==> src/rtl/alu_bcd_converter.sv <==
// Sequential binary-to-BCD converter (iterative double-dabble, one bit per clock).
// Optional leading-zero blanking of digitEn is enabled by defining ALU_BCD_LZB_EN.
module alu_bcd_converter #(
    parameter int unsigned WIDTH  = 8,
    parameter int unsigned DIGITS = 3
) (
    input  logic                  clk,
    input  logic                  rst,
    input  logic                  start,
    input  logic [WIDTH-1:0]      value,
    output logic                  busy,
    output logic                  done,
    output logic [DIGITS*4-1:0]   bcd,
    output logic [DIGITS-1:0]     digitEn,
    output logic                  overflow
);

    localparam int unsigned SW = DIGITS * 4 + 4;
    localparam int unsigned CW = $clog2(WIDTH + 1);
    localparam logic [CW-1:0]     LastCnt = CW'(WIDTH - 1);
    localparam logic [DIGITS-1:0] EnReset = DIGITS'(1);

    typedef enum logic [0:0] {StIdle, StShift} state_e;

    state_e              state_q, state_d;
    logic [WIDTH-1:0]    bin_q, bin_d;
    logic [SW-1:0]       scratch_q, scratch_d;
    logic [CW-1:0]       cnt_q, cnt_d;
    logic [DIGITS*4-1:0] bcd_q, bcd_d;
    logic [DIGITS-1:0]   en_q, en_d;
    logic                ovf_q, ovf_d;
    logic                done_q, done_d;

    logic [SW-1:0]       adj;
    logic [SW-1:0]       scr_sh;
    logic [WIDTH-1:0]    bin_sh;
    logic [DIGITS*4-1:0] fin_bcd;
    logic                fin_ovf;
    logic [DIGITS-1:0]   fin_en;
`ifdef ALU_BCD_LZB_EN
    logic                lit;
`endif

    // One double-dabble iteration: add-3 correction, then shift the combined register.
    always_comb begin
        adj = scratch_q;
        for (int n = 0; n <= int'(DIGITS); n++) begin
            if (scratch_q[4*n +: 4] >= 4'd5) begin
                adj[4*n +: 4] = scratch_q[4*n +: 4] + 4'd3;
            end
        end
        {scr_sh, bin_sh} = {adj, bin_q} << 1;
        fin_bcd = scr_sh[DIGITS*4-1:0];
        fin_ovf = |scr_sh[SW-1:DIGITS*4];
`ifdef ALU_BCD_LZB_EN
        // Walk from the top digit down; once a nonzero digit is seen, everything below lights.
        lit = fin_ovf;
        for (int i = int'(DIGITS) - 1; i >= 0; i--) begin
            lit       = lit | (|fin_bcd[4*i +: 4]) | (i == 0);
            fin_en[i] = lit;
        end
`else
        fin_en = '1;
`endif
    end

    always_comb begin
        state_d   = state_q;
        bin_d     = bin_q;
        scratch_d = scratch_q;
        cnt_d     = cnt_q;
        bcd_d     = bcd_q;
        en_d      = en_q;
        ovf_d     = ovf_q;
        done_d    = 1'b0;
        unique case (state_q)
            StIdle: begin
                if (start) begin
                    bin_d     = value;
                    scratch_d = '0;
                    cnt_d     = '0;
                    state_d   = StShift;
                end
            end
            StShift: begin
                bin_d     = bin_sh;
                scratch_d = scr_sh;
                cnt_d     = cnt_q + 1'b1;
                if (cnt_q == LastCnt) begin
                    bcd_d  = fin_bcd;
                    en_d   = fin_en;
                    ovf_d  = fin_ovf;
                    done_d = 1'b1;
                    // A start on the completion edge begins the next conversion immediately.
                    if (start) begin
                        bin_d     = value;
                        scratch_d = '0;
                        cnt_d     = '0;
                    end else begin
                        state_d = StIdle;
                    end
                end
            end
            default: state_d = StIdle;
        endcase
    end

    always_ff @(posedge clk or posedge rst) begin
        if (rst) begin
            state_q   <= StIdle;
            bin_q     <= '0;
            scratch_q <= '0;
            cnt_q     <= '0;
            bcd_q     <= '0;
            en_q      <= EnReset;
            ovf_q     <= 1'b0;
            done_q    <= 1'b0;
        end else begin
            state_q   <= state_d;
            bin_q     <= bin_d;
            scratch_q <= scratch_d;
            cnt_q     <= cnt_d;
            bcd_q     <= bcd_d;
            en_q      <= en_d;
            ovf_q     <= ovf_d;
            done_q    <= done_d;
        end
    end

    assign busy     = (state_q == StShift);
    assign done     = done_q;
    assign bcd      = bcd_q;
    assign digitEn  = en_q;
    assign overflow = ovf_q;

endmodule
==> config.mk <==
export PLATFORM = sky130hd
export DESIGN_NAME = alu_bcd_converter
export DESIGN_NICKNAME = d
export VERILOG_FILES = /design/src/rtl/alu_bcd_converter.sv
export SDC_FILE = /design/constraint.sdc
export NUM_CORES = 1
export LEC_CHECK = 0
export ABC_AREA = 1
export CELL_PAD_IN_SITES_DETAIL_PLACEMENT = 0
export CELL_PAD_IN_SITES_GLOBAL_PLACEMENT = 1
export CORE_UTILIZATION = 41
export DETAILED_ROUTE_END_ITERATION = 10
export GPL_TIMING_DRIVEN = 0
export PLACE_DENSITY_LB_ADDON = 0.1
export SYNTH_ARGS = -nofsm -noshare
export SYNTH_HDL_FRONTEND = slang
export SYNTH_SLANG_ARGS = --single-unit
==> constraint.sdc <==
create_clock -name clk -period 1.6 [get_ports clk]
set_input_delay 0.32 -clock clk [delete_from_list [all_inputs] [get_ports clk]]
set_output_delay 0.32 -clock clk [all_outputs]
set_load 0.01 [all_outputs]
==> results <==
## synthesized netlist by cell type (all sizes together)
| cell | n |
|---|---|
| a21oi | 1 |
| buf | 11 |
| clkinv | 1 |
| conb | 1 |
| dfrtp | 44 |
| ha | 9 |
| inv | 33 |
| nand2 | 66 |
| nand3 | 18 |
| nand4 | 2 |
| nor2 | 4 |
| o21ai | 25 |
| o221ai | 7 |
| o22ai | 11 |
| or2 | 2 |
| xor2 | 6 |
## report_power, final
group          total (W)  switching [W]  internal (W)  leakage, nW
Clock           0.000870       0.000408      0.000462       0.0541
Sequential       0.00192       0.000310       0.00161        0.542
Combinational    0.00252        0.00145       0.00107        0.675
Total            0.00531        0.00216       0.00315         1.27
## logic make-up after synthesis
family | count (synthesis) | synth area share (%)
AO/OA/AOI/OAI | 44 | 12.05
XOR/XNOR | 6 | 2.433
adder cells (fa/ha/maj) | 9 | 5.214
buffers and inverters | 45 | 9.907
flip-flops | 44 | 50.99
other | 1 | 0.1736
AND/OR/NAND/NOR | 92 | 19.24
## final timing paths
| path | start | to | slack [ns] | cells past startpoint |
|---|---|---|---|---|
| max | bcd[8] | bcd[8] | 0.06 | 1 |
| min | rst | digitEn[1] | 0.33 | 2 |
| max reg2reg | cnt_q[0] | scratch_q[2] | 0.17 | 7 |
| min reg2reg | bcd[1] | bcd[1] | 0.49 | 2 |
| max in group asynchronous | rst | scratch_q[8] | 0.77 | 3 |
| min in group clk | start | bin_q[6] | 0.35 | 3 |
## layout make-up
type | instances | share of cell area [%]
buffer | 11 | 3.252
clock buffer | 5 | 2.592
clock inverter | 3 | 1.602
inverter | 34 | 4.807
multi-input combinational | 152 | 32.42
sequential | 44 | 41.52
tap | 70 | 3.299
timing repair buffer | 27 | 10.51
## worst register-to-register path: stages, from the launching register on
cell,delay [ns]
dfrtp_1,0.39
ha_1,0.20
nand2_2,0.08
nor2_4,0.16
nand2_4,0.11
nand2_4,0.09
buf_4,0.19
o22ai_1,0.10
## flip-flops by register name (all words and copies together) (netlist names)
| name | count |
|---|---|
| done | 1 |
| overflow | 1 |
| bcd | 12 |
| cnt_q | 4 |
| digitEn | 1 |
| busy | 1 |
| bin_q | 8 |
| scratch_q | 16 |
## stage by stage
step	hold slack, ns	util, %	std cells	setup slack (ns)
5_1_grt	0.3510	52.32	346	0.008574
6_report	0.3318	52.32	346	0.06452
3_5_place_dp	0.4687	49.80	338	0.1012
2_1_floorplan	0.4571	-	241	0.2489
3_3_place_gp	0.4651	49.41	337	-0.6866
4_1_cts	0.3415	51.97	346	0.05398
## metal layers
| layer | GRT usage [%] | share of wire, % | wire length, um |
|---|---|---|---|
| met2 | 29.13 | 46 | 2040 |
| met1 | 24.33 | 50 | 2215 |
| met5 | 0 | 0 | 0 |
| met4 | 6.289 | 1.5 | 69 |
| met3 | 4.472 | 3.1 | 139 |
## repair_timing
action	4_1_cts	5_1_grt
hold buffers	0	0
buffers inserted	0	0
gates cloned	0	0
setup endpoints to repair	1	7
resized for setup	1	6
pin swaps	0	0
==> results.py <==
metrics = {
    "cells_and_area": {
        "nets": 295,
        "fillers": 502,
        "multi_input_area_um2": 860.8,
        "final_cell_mix": "62 x nand2_1, 43 x dfrtp_1, 31 x inv_1",
        "drive_gt1_share_pct": 11.96,
        "fin_area_um2": 2655,
        "antennaDiodeCount": 0,
        "syn_to_final_growth_pct": 22.94,
        "final_common_cell": "nand2_1",
        "seqCellArea_um2": 1102,
    },
    "critical_path": {
        "cp.required_ns": 1.28,
        "worstSetupPathType": "reg -> out",
        "crit_arrival_ns": 1.22,
        "max_stage_delay_ns": 0.54,
        "worstPathMaxFanout": 2,
        "crit_path_cell_trace": "clkdlybuf4s50_1",
        "end_kind": "output port",
        "slowest_stage": "clkdlybuf4s50_1",
        "critPathTopFamily": "buffers and inverters",
        "crit_path_start_kind": "flip-flop",
        "crit_buf_inv": 1,
    },
    "route": {
        "drtIter0Drc": 117,
        "post_drt_wl_per_cell_um": 12.90,
        "drcViolationCount": 0,
        "detail-route-antenna-nets": 0,
        "via_count": 1670,
        "routed_wl_um": 4464,
        "first_pass_iters": 4,
        "avgViaCountPerCell": 4.827,
    },
    "yosys": {
        "syn_inst": 241,
        "syn_area_per_cell_um2": 8.961,
        "yosys_register_bits": 44,
        "ys_seq_area_share_pct": 50.98,
        "ys_types": 25,
        "synth_area_leaders": "dfrtp_1 51%, nand2_1 11%, inv_1 5.6%",
        "syn-cell-area_um2": 2160,
        "synth_nets": 261,
        "yosysTopAreaCell": "dfrtp_1",
        "yosysWarnings": 0,
        "synth_top_area_share_pct": 50.98,
    },
    "sta": {
        "drv_slew": 0,
        "period_needed_ns": 1.535,
        "finClkSkew_ns": 0.01004,
        "finalCritPeriodShare_pct": 95.97,
        "setup-tns-final_ns": 0,
        "fmax_ghz": 0.6513,
        "hold_violations": 0,
        "rsz0062_at_grt": "false",
        "finalSetupViolCount": 0,
    },
    "grt": {
        "grt_pass1_wl_um": 7403,
        "grt_pass1_vias": 1519,
        "grt-ovfl-total": 0,
        "track_usage_pct": 18.28,
        "antenna_found_initial": 0,
        "grt_start_max_net_pins": 25,
    },
    "job": {
        "cap_violations": 0,
    },
    "status": {
        "status": "completed",
    },
    "floorplanning": {
        "design.core.area_um2": 5075,
        "die_area_um2": 5561,
        "chipHeight_um": 74.58,
        "start_util_pct": 42.55,
        "num_rows": 26,
        "die_w_um": 74.58,
        "pin_count": 29,
    },
    "clock_tree": {
        "cts_tree": "built",
        "cts_sinks": 44,
        "htreeDepth": 2,
        "cts_buffers": 5,
        "clock_latency_ns": 0.31,
        "cts-root-buf": "clkbuf_8",
        "cts_buffer_depth": 2,
        "clk_pin_slew_worst_paths_ns": 0.09,
    },
    "pwr": {
        "p_total_w": 0.005311,
        "p_per_area_nw_per_um2": 2000,
        "leakagePower_nw": 1.270,
        "ir_drop_v": 0.0008259,
    },
    "min_path": {
        "hold_class": "in -> async",
    },
    "placed_design": {
        "place_congestion": 0.7475,
        "portBuffers": 26,
        "hpwl_um": 3093,
        "placedInstanceArea_um2": 2527,
    },
}
(Power assumes the default switching activity.)
